**src/rtl/rob_commit_arbiter_pkg.sv**
```systemverilog
// Shared constants for the ROB commit arbiter: bus widths, default station
// count and the output register entry layout.
// Optional feature macro: COMMIT_ARB_RR_EN. Define it to get round-robin
// selection. Leave it undefined to get fixed priority, where the lowest index wins.
package rob_commit_arbiter_pkg;

    localparam int ROB_ADDR_BUS      = 6;
    localparam int EXC_TYPE_BUS      = 4;
    localparam int DATA_BUS          = 32;

    localparam int COMMIT_ARB_NUM_RS = 4;
    localparam int COMMIT_ARB_SRC_W  = 2;

    typedef struct packed {
        logic [ROB_ADDR_BUS-1:0] addr;
        logic [EXC_TYPE_BUS-1:0] exc_type;
        logic [DATA_BUS-1:0]     data;
    } commit_entry_t;

endpackage

```
**src/rtl/rob_commit_arbiter_rr_pick.sv**
```systemverilog
// Parameterised combinational round-robin picker. It rotates the request vector
// so that i_ptr lands at bit 0 and finds the first set bit. It then maps that
// offset back to an absolute index. The result is a one-hot grant plus the
// binary winner index. The same picker is intended for CDB arbitration.
module rob_commit_arbiter_rr_pick #(
    parameter int N = 4,
    parameter int W = 2
) (
    input  logic [N-1:0] i_req,
    input  logic [W-1:0] i_ptr,
    output logic [N-1:0] o_grant,
    output logic [W-1:0] o_idx
);

    logic [N-1:0] w_rot;
    logic [W-1:0] w_off;
    logic [W:0]   w_sum;

    // Rotate requests by the pointer, take the first one, and un-rotate the index modulo N.
    always_comb begin
        w_rot = N'({i_req, i_req} >> i_ptr);
        w_off = '0;
        for (int i = N - 1; i >= 0; i--) begin
            if (w_rot[i]) begin
                w_off = W'(i);
            end
        end
        w_sum = {1'b0, i_ptr} + {1'b0, w_off};
        if (w_sum >= (W+1)'(N)) begin
            w_sum = w_sum - (W+1)'(N);
        end
        o_idx   = w_sum[W-1:0];
        o_grant = (|i_req) ? (N'(1) << w_sum[W-1:0]) : '0;
    end

endmodule

```
**src/rtl/rob_commit_arbiter.sv**
```systemverilog
// ROB commit arbiter. It shares the single ROB commit write port between the
// reservation stations. The grant is combinational and one-hot. The winner's
// result is captured into a one-entry output register. That register drives the
// ROB through a valid/ready handshake.
// Optional feature macro: COMMIT_ARB_RR_EN. When it is defined, selection is
// round-robin using an rr_ptr register. When it is undefined, the pointer is
// tied to 0 and the lowest index wins.
//
// Handshake: the register holds a commit while rob_valid=1. A transfer happens
// on an edge where rob_valid && rob_ready. The slot may be refilled on that same
// edge. While rob_valid=1 and rob_ready=0, the register is frozen and grant=0.
module rob_commit_arbiter
    import rob_commit_arbiter_pkg::*;
#(
    parameter int NUM_RS = COMMIT_ARB_NUM_RS,
    parameter int SRC_W  = COMMIT_ARB_SRC_W
) (
    input  logic                           clk,
    input  logic                           rst,
    input  logic                           flush,
    input  logic [NUM_RS-1:0]              req,
    input  logic [NUM_RS*ROB_ADDR_BUS-1:0] req_rob_addr,
    input  logic [NUM_RS*EXC_TYPE_BUS-1:0] req_exc_type,
    input  logic [NUM_RS*DATA_BUS-1:0]     req_data,
    output logic [NUM_RS-1:0]              grant,
    output logic                           rob_valid,
    input  logic                           rob_ready,
    output logic [ROB_ADDR_BUS-1:0]        rob_addr,
    output logic [EXC_TYPE_BUS-1:0]        rob_exc_type,
    output logic [DATA_BUS-1:0]            rob_data,
    output logic [SRC_W-1:0]               rob_src
);

    logic                r_valid;
    commit_entry_t       r_entry;
    logic [SRC_W-1:0]    r_src;

    logic                w_slot_free;
    logic                w_grant_en;
    logic [SRC_W-1:0]    w_ptr;
    logic [NUM_RS-1:0]   w_pick_grant;
    logic [SRC_W-1:0]    w_win;
    commit_entry_t       w_sel;

    rob_commit_arbiter_rr_pick #(
        .N (NUM_RS),
        .W (SRC_W)
    ) u_pick (
        .i_req   (req),
        .i_ptr   (w_ptr),
        .o_grant (w_pick_grant),
        .o_idx   (w_win)
    );

`ifdef COMMIT_ARB_RR_EN
    logic [SRC_W-1:0] r_rr_ptr;

    // Advance the pointer past the winner on every grant, wrapping at NUM_RS-1.
    always_ff @(posedge clk or negedge rst) begin
        if (!rst) begin
            r_rr_ptr <= '0;
        end else if (w_grant_en) begin
            r_rr_ptr <= (w_win == SRC_W'(NUM_RS - 1)) ? '0 : w_win + 1'b1;
        end
    end

    assign w_ptr = r_rr_ptr;
`else
    assign w_ptr = '0;
`endif

    // Grant only into a free slot, outside flush and reset, and only when some station asks.
    always_comb begin
        w_slot_free = !r_valid || rob_ready;
        w_grant_en  = rst && w_slot_free && !flush && (|req);
        grant       = w_grant_en ? w_pick_grant : '0;
    end

    // Extract the winning station's commit fields from the packed request buses.
    always_comb begin
        w_sel.addr     = req_rob_addr[int'(w_win)*ROB_ADDR_BUS +: ROB_ADDR_BUS];
        w_sel.exc_type = req_exc_type[int'(w_win)*EXC_TYPE_BUS +: EXC_TYPE_BUS];
        w_sel.data     = req_data[int'(w_win)*DATA_BUS +: DATA_BUS];
    end

    // Output register: load on grant, drop on consume or flush, hold while stalled.
    always_ff @(posedge clk or negedge rst) begin
        if (!rst) begin
            r_valid <= 1'b0;
            r_entry <= '0;
            r_src   <= '0;
        end else if (w_grant_en) begin
            r_valid <= 1'b1;
            r_entry <= w_sel;
            r_src   <= w_win;
        end else if (flush || rob_ready) begin
            r_valid <= 1'b0;
        end
    end

    assign rob_valid    = r_valid;
    assign rob_addr     = r_entry.addr;
    assign rob_exc_type = r_entry.exc_type;
    assign rob_data     = r_entry.data;
    assign rob_src      = r_src;

endmodule

```
**config.mk**
```make
export PLATFORM = sky130hd
export DESIGN_NAME = rob_commit_arbiter
export DESIGN_NICKNAME = d
export VERILOG_FILES = /design/src/rtl/rob_commit_arbiter_pkg.sv /design/src/rtl/rob_commit_arbiter_rr_pick.sv /design/src/rtl/rob_commit_arbiter.sv
export SDC_FILE = /design/constraint.sdc
export NUM_CORES = 1
export LEC_CHECK = 0
export ABC_AREA = 1
export BUFFER_PORTS_ARGS = -buffer_cell sky130_fd_sc_hd__buf_4
export CORE_UTILIZATION = 41
export DETAILED_ROUTE_END_ITERATION = 16
export PLACE_DENSITY = 0.82
export SYNTH_ARGS = -nofsm -noshare
export SYNTH_HDL_FRONTEND = slang
export SYNTH_SLANG_ARGS = --single-unit
export TNS_END_PERCENT = 5
```
**constraint.sdc**
```tcl
create_clock -name clk -period 1.4 [get_ports clk]
set_clock_uncertainty 0.1 [all_clocks]
set_input_delay 0.14 -clock clk [delete_from_list [all_inputs] [get_ports clk]]
set_output_delay 0.14 -clock clk [all_outputs]
set_load 0.01 [all_outputs]
```
==> results.sh, run 1 <==
export IMPL_status="complete, but fails checks"
export IMPL_failed_checks="hold timing, setup timing"
export IMPL_clkTransAtPathRegs_ps=90
export IMPL_slowest_delay_ps=390
export IMPL_min_path_type="input pin to flop"
export IMPL_path_delay_family="flip-flops"
export IMPL_grt_max_degree=46
export IMPL_syn_area_um2=3910
export IMPL_setup_tns_ps=-5280
export IMPL_relSlewSlack=0.610
export IMPL_cp_max_fo=4
export IMPL_placementRows=35
export IMPL_grt_pass1_wl_mm=19.9
export IMPL_grt_pass1_vias=4312
export IMPL_internal_power_mw=3.14
export IMPL_gp_congestion=0.839
export IMPL_worstHoldStart="flush"
export IMPL_synth_area_leaders="dfrtp_1 29%, nand2_1 25%, nand3_1 22%, inv_1 16%, buf_2 3.1%"
export IMPL_n_antenna_cell=0
export IMPL_slew_violations=0
export IMPL_r2r_start="rob_valid$_DFFE_PN0P_"
export IMPL_synth_avg_cell_area_um2=5.55
export IMPL_via_per_inst=4.56
export IMPL_root_buffer="clkbuf_8"
export IMPL_grt_setup_unrepaired="true"
export IMPL_yosysTopAreaCell="dfrtp_1"
export IMPL_p_sw_frac=0.330
export IMPL_die_area_um2=9940
export IMPL_setup_worst_path_end_class="primary output"
export IMPL_power_share_combinational=0.421
export IMPL_synth_top_cell_area_share=0.288
export IMPL_portBuffers=224
export IMPL_worst_setup_path_type="flop to primary output"
export IMPL_crit_slowest_cell="dfrtp_1"
export IMPL_finalSetupViolations=45
export IMPL_ant_nets=0
export IMPL_clock_latency_ps=290
export IMPL_maxCapViolations=0
export IMPL_routed_wl_mm=12.3
export IMPL_start_kind="flop"
export IMPL_syn_inst=705
export IMPL_drtIter0Drc=142
export IMPL_worst_pin_slew_ps=585
export IMPL_max_freq_mhz=622
export IMPL_clock_sinks=45
export IMPL_synth_nets=881
export IMPL_total_power_mw=4.69
export IMPL_reg2reg_slack_ps=-160
export IMPL_p_per_area_nw_per_um2=772
export IMPL_fillers=876
export IMPL_cts_tree="built"
export IMPL_holdPathEnd="rob_valid$_DFFE_PN0P_"
export IMPL_pin_count=225
export IMPL_die_x_um=99.7
export IMPL_hpwl_mm=9.16
export IMPL_cp_cell_sequence="nand2_2, nand2_2, a21oi_4, inv_2, buf_6, nor2_4, buf_6"
export IMPL_synth_seq_cells=45
export IMPL_fin_util=0.656
export IMPL_htreeDepth=2
export IMPL_layout_drive_gt1_share=0.302
export IMPL_die_y_um=99.7
export IMPL_timing_hold_ws_ps=-55.9
export IMPL_most_common_layout_cells="256 x nand2_1, 235 x buf_4, 170 x inv_1"
export IMPL_timing_final_crit_share=1.15
export IMPL_seq_power_share=0.360
export IMPL_groute_usage_overall=0.249
export IMPL_coreArea_um2=9240
export IMPL_cp_num_buf_inv=3
export IMPL_reg2reg_to="rob_src[0]$_DFFE_PN0P_"
export IMPL_antenna_found_initial=0
export IMPL_p_switching_mw=1.55
export IMPL_worstPathRequired_ps=1160
export IMPL_fin_crit_ps=1610
export IMPL_fin_nets=1099
export IMPL_mostFrequentLayoutCell="nand2_1"
export IMPL_start_util=0.423
export IMPL_ys_seq_area_frac=0.288
export IMPL_cts_buffer_depth=2
export IMPL_wl_per_cell_um=11.7
export IMPL_via_count=4805
export IMPL_hold_buffers=1
export IMPL_whs_path_depth=2
export IMPL_clkPwrFrac=0.219
export IMPL_crit_arrival_ps=1370
export IMPL_synthDistinctLibCells=15
export IMPL_hold_viol_final=1
export IMPL_ff2ff_path_depth=9
export IMPL_area_delta_synth_final_pct=55.0
export IMPL_drt_first_pass_iters=5
export IMPL_remaining_drc_errors=0
export IMPL_cts_buffers=5
export IMPL_grt_ovfl_total=0
export IMPL_p_leak_nw=3.94
export IMPL_yosysWarnings=0
export IMPL_vdd_ir_drop_worst_mv=0.462
export IMPL_fin_ws_ps=-209
## worst max path at each step
stage,slack (ps),cells after the start,start,end
detailed placement,-60,6,rob_valid$_DFFE_PN0P_,rob_data[0]$_DFFE_PN0P_
finish,-210,7,rob_valid$_DFFE_PN0P_,grant[0]
global placement,-90,7,rob_valid$_DFFE_PN0P_,rob_src[0]$_DFFE_PN0P_
global route,-280,7,rob_valid$_DFFE_PN0P_,grant[0]
floorplan,-20,8,rob_valid$_DFFE_PN0P_,rob_src[0]$_DFFE_PN0P_
CTS,-230,6,rob_valid$_DFFE_PN0P_,grant[1]
## power by group through the flow
stage	registers, mW	clock network [mW]	logic (mW)
after floorplan	1.81	0	0.780
after global placement	1.70	0	1.91
after detailed placement	1.70	0	1.94
after CTS	1.69	1.05	1.98
after global routing	1.72	1.11	2.18
final	1.69	1.03	1.97
## per-layer routing
layer  GRT usage  vias to the layer above  part of all wire
li1            -                     2508                 -
met1       0.306                     2081              0.41
met2       0.439                      204              0.50
met3      0.0597                       12             0.076
met4      0.0577                        0             0.014
met5           0                        -                 0
## synthesized netlist by cell type
| cell | n |
|---|---|
| a21oi_4 | 1 |
| o21ai_0 | 2 |
| nand2_1 | 259 |
| clkbuf_1 | 12 |
| buf_4 | 8 |
| nand2_2 | 1 |
| nand3_1 | 169 |
| nor2_1 | 3 |
| dfrtp_1 | 45 |
| inv_2 | 6 |
| buf_2 | 24 |
| nor3_1 | 2 |
| nor2_4 | 2 |
| nor2_2 | 1 |
| inv_1 | 170 |
## flip-flops by register name, indices dropped and copies added, names as in the netlist
| signal | cells |
|---|---|
| rob_exc_type | 4 |
| rob_data | 32 |
| rob_valid | 1 |
| rob_addr | 6 |
| rob_src | 2 |
## metrics by stage
step,worst slack [ps],cells,hold WS (ps),cell area (µm²)
final,-209,1053,-55.9,6070
after floorplan,-19.9,705,-256,3940
after detailed placement,-57.2,1038,209,5810
after CTS,-232,1052,-64.6,6040
after global routing,-285,1053,-59.2,6070
after global placement,-87.4,1038,199,5810
## logic make-up after synthesis
group	Yosys count	synth area share
and+or+nand+nor	437	0.479
DFF	45	0.288
AOI/OAI and AO/OA	3	0.00672
buffers and inverters	220	0.226
## layout make-up
cell class	count	area, µm²	share of cell area
Sequential cell	45	1130	0.186
Clock inverter	1	30.0	0.00495
Multi-Input combinational cell	440	1940	0.320
Tap cell	129	161	0.0266
Timing Repair Buffer	255	2060	0.339
Inverter	176	661	0.109
Clock buffer	7	86.3	0.0142
## worst register-to-register path: stages (launching register included)
cell	delay, ps
dfrtp_1	390
nand2_2	70
nand2_2	70
a21oi_4	170
inv_2	70
buf_4	130
buf_4	150
buf_6	150
nand2_1	80
nand2_1	70
## timing repair
| action | CTS | global route |
|---|---|---|
| gates resized for setup | 16 | 4 |
| hold endpoints to repair | 46 | 1 |
| setup endpoints to repair | 36 | 48 |
| buffers inserted | 5 | 1 |
| pin swaps | 2 | 1 |
Power figures use the tool's default switching activity.
==> run 2, diff against run 1 <==
--- a/config.mk
+++ b/config.mk
@@ -7,9 +7,9 @@
 export LEC_CHECK = 0
 export ABC_AREA = 1
 export BUFFER_PORTS_ARGS = -buffer_cell sky130_fd_sc_hd__buf_4
-export CORE_UTILIZATION = 41
+export CORE_UTILIZATION = 40
 export DETAILED_ROUTE_END_ITERATION = 16
-export PLACE_DENSITY = 0.82
+export PLACE_DENSITY = 0.8
 export SYNTH_ARGS = -nofsm -noshare
 export SYNTH_HDL_FRONTEND = slang
 export SYNTH_SLANG_ARGS = --single-unit
==> run 2 against run 1 <==
The flow finishes with violations (setup timing). Cell count down 0.19%. Routed wire length shrank 1.1%. Sequential share of layout area grew 0.16 points. Worst setup slack got worse by 52 ps. Via count increased by 1.1%. Utilization shrank 1.5 points. Register-to-register slack is essentially flat. Clock-buffer cell count shrank 1. Combinational power about the same. Total power is 5.2% lower. Fmax fell by 3.1%. Global-route usage is 0.55 points lower.
==> results.sh, run 2 (same netlist as run 1, synthesis figures left out) <==
export IMPL_clock_sinks=45
export IMPL_wl_met2_mm=5.98
export IMPL_remaining_drc_errors=0
export IMPL_fin_ws_ps=-260
export IMPL_root_buffer="clkbuf_8"
export IMPL_vdd_ir_drop_worst_mv=0.443
export IMPL_worst_setup_path_type="flop to primary output"
export IMPL_layout_drive_gt1_share=0.306
export IMPL_cts_buffer_depth=2
export IMPL_crit_arrival_ps=1420
export IMPL_min_path_type="input pin to flop"
export IMPL_grt_setup_unrepaired="true"
export IMPL_grt_pass1_wl_mm=19.9
export IMPL_setup_tns_ps=-5550
export IMPL_max_freq_mhz=602
export IMPL_grt_ovfl_total=0
export IMPL_fin_crit_ps=1660
export IMPL_finalSetupViolations=39
export IMPL_p_per_area_nw_per_um2=739
export IMPL_grt_max_degree=59
export IMPL_mostFrequentLayoutCell="nand2_1"
export IMPL_failed_checks="setup timing"
export IMPL_worstPathRequired_ps=1160
export IMPL_timing_final_crit_share=1.19
export IMPL_ant_nets=0
export IMPL_die_y_um=101
export IMPL_via_per_inst=4.62
export IMPL_setup_worst_path_end_class="primary output"
export IMPL_cp_max_fo=4
export IMPL_wl_per_cell_um=11.6
export IMPL_relSlewSlack=0.611
export IMPL_htreeDepth=2
export IMPL_design_area_um2=6010
export IMPL_placementRows=35
export IMPL_hpwl_mm=9.15
export IMPL_hold_viol_final=0
export IMPL_cts_buffers=5
export IMPL_total_power_mw=4.44
export IMPL_most_common_layout_cells="249 x nand2_1, 238 x buf_4, 170 x inv_1"
export IMPL_antenna_found_initial=0
export IMPL_n_antenna_cell=0
export IMPL_met3_length_mm=1.14
export IMPL_clkTransAtPathRegs_ps=90
export IMPL_area_delta_synth_final_pct=53.7
export IMPL_die_area_um2=10200
export IMPL_maxCapViolations=0
export IMPL_grt_pass1_vias=4370
export IMPL_slew_violations=0
export IMPL_routed_wl_mm=12.2
export IMPL_status="complete, but fails checks"
export IMPL_start_kind="flop"
export IMPL_worst_pin_slew_ps=583
export IMPL_wl_met1_mm=4.91
export IMPL_gp_congestion=0.774
export IMPL_multi_input_area_um2=1950
export IMPL_seqCellArea_um2=1130
export IMPL_die_x_um=101
export IMPL_largest_reg_flops=32
export IMPL_fillers=935
export IMPL_groute_usage_overall=0.244
export IMPL_dr_max_layer_used="met4"
export IMPL_drtIter0Drc=145
export IMPL_dpl_instance_area_um2=5800
export IMPL_via_count=4859
export IMPL_fin_nets=1097
export IMPL_clock_latency_ps=290
export IMPL_pin_count=225
export IMPL_timing_hold_ws_ps=122
export IMPL_coreArea_um2=9370
export IMPL_p_leak_nw=3.91
export IMPL_cts_tree="built"
export IMPL_drt_first_pass_iters=5
export IMPL_start_util=0.417
export IMPL_portBuffers=224
==> run 2: what timing repair did <==
action                     CTS  global route
hold endpoints to repair    46             1
resized for setup            5            15
setup endpoints to repair    4            48
hold buffers                 1             1
pin swaps                    2             6
setup buffers                3             3
==> run 2: layout make-up <==
cell class | instances | share of cell area
clock buffer | 6 | 0.0121
clock inverter | 2 | 0.00166
inverter | 176 | 0.110
multi-input combinational | 440 | 0.323
sequential | 45 | 0.187
tap | 129 | 0.0268
timing repair buffer | 253 | 0.338
==> run 2: final timing paths <==
| path | slack [ps] | end | cells past startpoint | from |
|---|---|---|---|---|
| max | -260 | grant[1] | 6 | rob_valid$_DFFE_PN0P_ |
| min | 120 | rob_data[7]$_DFFE_PN0P_ | 7 | req_data[7] |
| max reg2reg | -150 | rob_data[1]$_DFFE_PN0P_ | 9 | rob_valid$_DFFE_PN0P_ |
| min reg2reg | 380 | rob_data[24]$_DFFE_PN0P_ | 2 | rob_data[24]$_DFFE_PN0P_ |
| max in group asynchronous | 400 | rob_data[1]$_DFFE_PN0P_ | 3 | rst |
| min in group asynchronous | 400 | rob_data[19]$_DFFE_PN0P_ | 3 | rst |
==> run 2: worst max-delay path: stages, from the launching register on <==
cell and delay (ps):
dfrtp_1 400, nand2_2 90, nand2_4 70, a21oi_4 200
nand3_2 110, nor2_2 130, buf_4 130
==> run 2: layer usage <==
metal	global-route usage	up-vias
met5	0	-
met3	0.0687	17
met4	0.0569	0
met1	0.278	2160
li1	-	2505
met2	0.448	177
==> run 2: power by group <==
| group | switching [mW] | internal [mW] |
|---|---|---|
| combinational | 0.949 | 1.01 |
| clock | 0.440 | 0.347 |
| sequential | 0.148 | 1.54 |
==> run 2: stage by stage <==
| step | util | setup WS, ps | cells |
|---|---|---|---|
| final | 0.642 | -260 | 1051 |
| after global routing | 0.642 | -356 | 1051 |
| after CTS | 0.633 | -272 | 1047 |
| after detailed placement | 0.619 | -12.3 | 1035 |
| after global placement | 0.619 | 19.3 | 1035 |
| after floorplan | - | -19.9 | 705 |
==> run 3, diff against run 2 <==
--- a/config.mk
+++ b/config.mk
@@ -5,7 +5,6 @@
 export SDC_FILE = /design/constraint.sdc
 export NUM_CORES = 1
 export LEC_CHECK = 0
-export ABC_AREA = 1
 export BUFFER_PORTS_ARGS = -buffer_cell sky130_fd_sc_hd__buf_4
 export CORE_UTILIZATION = 40
 export DETAILED_ROUTE_END_ITERATION = 16
==> run 3 against run 2 <==
The run still ends with setup timing left. Routed wire length increased by 18%. Design area hardly changed. Die area grew 0.87%. Non-clock buffer count up 4. Sequential share of layout area about the same. Worst setup slack improved by 110 ps. Synthesized cell count shrank 28%. Sequential power about the same. Fmax grew 7.2%. Combinational power is essentially flat. Critical path type unchanged.
==> results.sh, run 3 <==
export IMPL_status="complete, but fails checks"
export IMPL_failed_checks="setup timing"
export IMPL_synth_nets=682
export IMPL_synth_top_flop_cell="dfrtp_1"
export IMPL_n_antenna_cell=0
export IMPL_remaining_drc_errors=0
export IMPL_max_freq_mhz=646
export IMPL_slew_violations=0
export IMPL_worst_setup_path_type="flop to primary output"
export IMPL_synthArstFlopShare=1.00
export IMPL_grt_ovfl_total=0
export IMPL_syn_area_um2=3950
export IMPL_min_path_type="input pin to flop"
export IMPL_cp_cell_sequence="nand2b_4, nand2_2, nor4b_2, buf_4"
export IMPL_cts_tree="built"
export IMPL_p_switching_mw=1.48
export IMPL_routed_wl_mm=14.4
export IMPL_via_per_inst=5.70
export IMPL_grt_pass1_vias=4452
export IMPL_hpwl_mm=10.4
export IMPL_finalSetupViolations=46
export IMPL_crit_slowest_cell="dfrtp_1"
export IMPL_p_sw_frac=0.326
export IMPL_grt_setup_unrepaired="true"
export IMPL_most_common_layout_cells="247 x buf_4, 86 x a31oi_1, 45 x dfrtp_1"
export IMPL_timing_hold_ws_ps=74.5
export IMPL_relSlewSlack=0.611
export IMPL_fin_nets=885
export IMPL_cts_buffer_depth=2
export IMPL_coreArea_um2=9420
export IMPL_cp_num_buf_inv=1
export IMPL_ys_seq_area_frac=0.285
export IMPL_internal_power_mw=3.05
export IMPL_start_util=0.419
export IMPL_area_delta_synth_final_pct=52.3
export IMPL_clock_sinks=45
export IMPL_slowest_delay_ps=430
export IMPL_grt_use_met1=0.355
export IMPL_drt_first_pass_iters=5
export IMPL_yosysWarnings=0
export IMPL_clock_latency_ps=290
export IMPL_drtIter0Drc=188
export IMPL_syn_inst=506
export IMPL_synth_seq_cells=45
export IMPL_synthDistinctLibCells=25
export IMPL_reg2reg_slack_ps=-50
export IMPL_layout_drive_gt1_share=0.393
export IMPL_worstPathRequired_ps=1160
export IMPL_worst_pin_slew_ps=583
export IMPL_synth_avg_cell_area_um2=7.80
export IMPL_top_usage_layer="met2"
export IMPL_fin_ws_ps=-149
export IMPL_crit_arrival_ps=1310
export IMPL_setup_worst_path_end_class="primary output"
export IMPL_p_leak_nw=2.92
export IMPL_antenna_found_initial=0
export IMPL_die_y_um=101
export IMPL_clkPwrFrac=0.196
export IMPL_use_met2=0.484
export IMPL_largest_reg_flops=32
export IMPL_root_buffer="clkbuf_8"
export IMPL_synth_most_common_cell="a31oi_1"
export IMPL_grt_pass1_wl_mm=22.7
export IMPL_placementRows=35
export IMPL_synth_area_leaders="dfrtp_1 29%, a31oi_1 14%, a22o_1 9.3%, and3b_1 9.3%, nand3b_1 8.0%"
export IMPL_vdd_ir_drop_worst_mv=0.481
export IMPL_synth_top_cell_area_share=0.285
export IMPL_cp_max_fo=5
export IMPL_path_delay_family="flip-flops"
export IMPL_fin_crit_ps=1550
export IMPL_seq_power_share=0.375
export IMPL_via_count=4780
export IMPL_gp_congestion=0.824
export IMPL_htreeDepth=2
export IMPL_die_x_um=101
export IMPL_clkTransAtPathRegs_ps=80
export IMPL_cts_buffers=5
export IMPL_mostFrequentLayoutCell="buf_4"
export IMPL_synth_edff_count=0
export IMPL_p_per_area_nw_per_um2=753
export IMPL_grt_max_degree=59
export IMPL_total_power_mw=4.53
export IMPL_maxCapViolations=0
export IMPL_timing_final_crit_share=1.11
export IMPL_die_area_um2=10300
export IMPL_start_kind="flop"
export IMPL_pin_count=225
export IMPL_yosysTopAreaCell="dfrtp_1"
export IMPL_wl_per_cell_um=17.1
export IMPL_synth_common_cells="86 x a31oi_1, 51 x clkbuf_1, 45 x dfrtp_1"
export IMPL_groute_usage_overall=0.278
export IMPL_portBuffers=224
export IMPL_met3_usage=0.0573
export IMPL_power_share_combinational=0.429
export IMPL_ant_nets=0
export IMPL_hold_viol_final=0
## run 3: cell types whose count changed in the layout (fill, tap and decap cells not counted), moves of 43 or more
cell     delta
nand3_1   -168
inv_1     -128
a21oi_1    +43
a31oi_1    +86
nand2_1   -249
## run 3: worst reg2reg max path, cell delays in order (launching register included)
cell and delay (ps):
dfrtp_1 430, nand2b_4 130, buf_4 140, and3_4 380
a31oi_1 150
## run 3: path summary, 6_finish.rpt
| kind | from | to | depth (start not counted) |
|---|---|---|---|
| setup reg to reg | rob_valid$_DFFE_PN0P_ | rob_data[22]$_DFFE_PN0P_ | 4 |
| setup / recovery | rob_valid$_DFFE_PN0P_ | grant[3] | 4 |
| hold / removal | rob_ready | rob_valid$_DFFE_PN0P_ | 3 |
| min in group asynchronous | rst | rob_src[1]$_DFFE_PN0P_ | 3 |
| max in group asynchronous | rst | rob_data[9]$_DFFE_PN0P_ | 3 |
| hold reg to reg | rob_exc_type[0]$_DFFE_PN0P_ | rob_exc_type[0]$_DFFE_PN0P_ | 2 |
## run 3: timing repair
| action | 4_1_cts | 5_1_grt |
|---|---|---|
| endpoints found under the hold margin | 46 | 0 |
| hold buffers | 2 | 0 |
| cloned | 1 | 0 |
| pin swaps | 12 | 16 |
| setup endpoints to repair | 47 | 48 |
| setup buffers | 2 | 1 |
| gates resized for setup | 10 | 5 |
## run 3: layout make-up
cell class / count / area, µm²
Clock buffer: 7 / 96.3
Clock inverter: 1 / 5.00
Fill cell: 811 / 3400
Inverter: 43 / 161
Multi-Input combinational cell: 357 / 2460
Sequential cell: 45 / 1130
Tap cell: 129 / 161
Timing Repair Buffer: 257 / 2000
## run 3: power by group through the flow
stage               clock, mW  sequential, mW  combinational [mW]
finish                  0.887            1.70                1.94
global route            0.953            1.72                2.11
CTS                     0.902            1.70                1.93
detailed placement          0            1.72                1.89
global placement            0            1.71                1.85
floorplan                   0            1.81               0.754
## run 3: metal layers
metal	wire, µm	vias up
met2	7210	241
li1	-	2273
met3	1230	16
met4	182	0
met1	5750	2250
met5	0	-
## run 3: logic make-up after synthesis
group,after synthesis,synth area share
flops,45,0.285
compound gates,215,0.342
simple gates,141,0.263
buf+inv,105,0.110
## run 3: metrics by stage
stage	setup TNS, ps	instance area, µm²	utilization	instances	worst slack [ps]
final	-1360	6010	0.639	839	-149
after global placement	-4910	5800	0.616	825	-186
after global routing	-4270	6010	0.639	839	-197
after detailed placement	-6480	5800	0.616	825	-212
after CTS	-3550	5990	0.636	838	-177
after floorplan	-4140	3970	-	506	-124
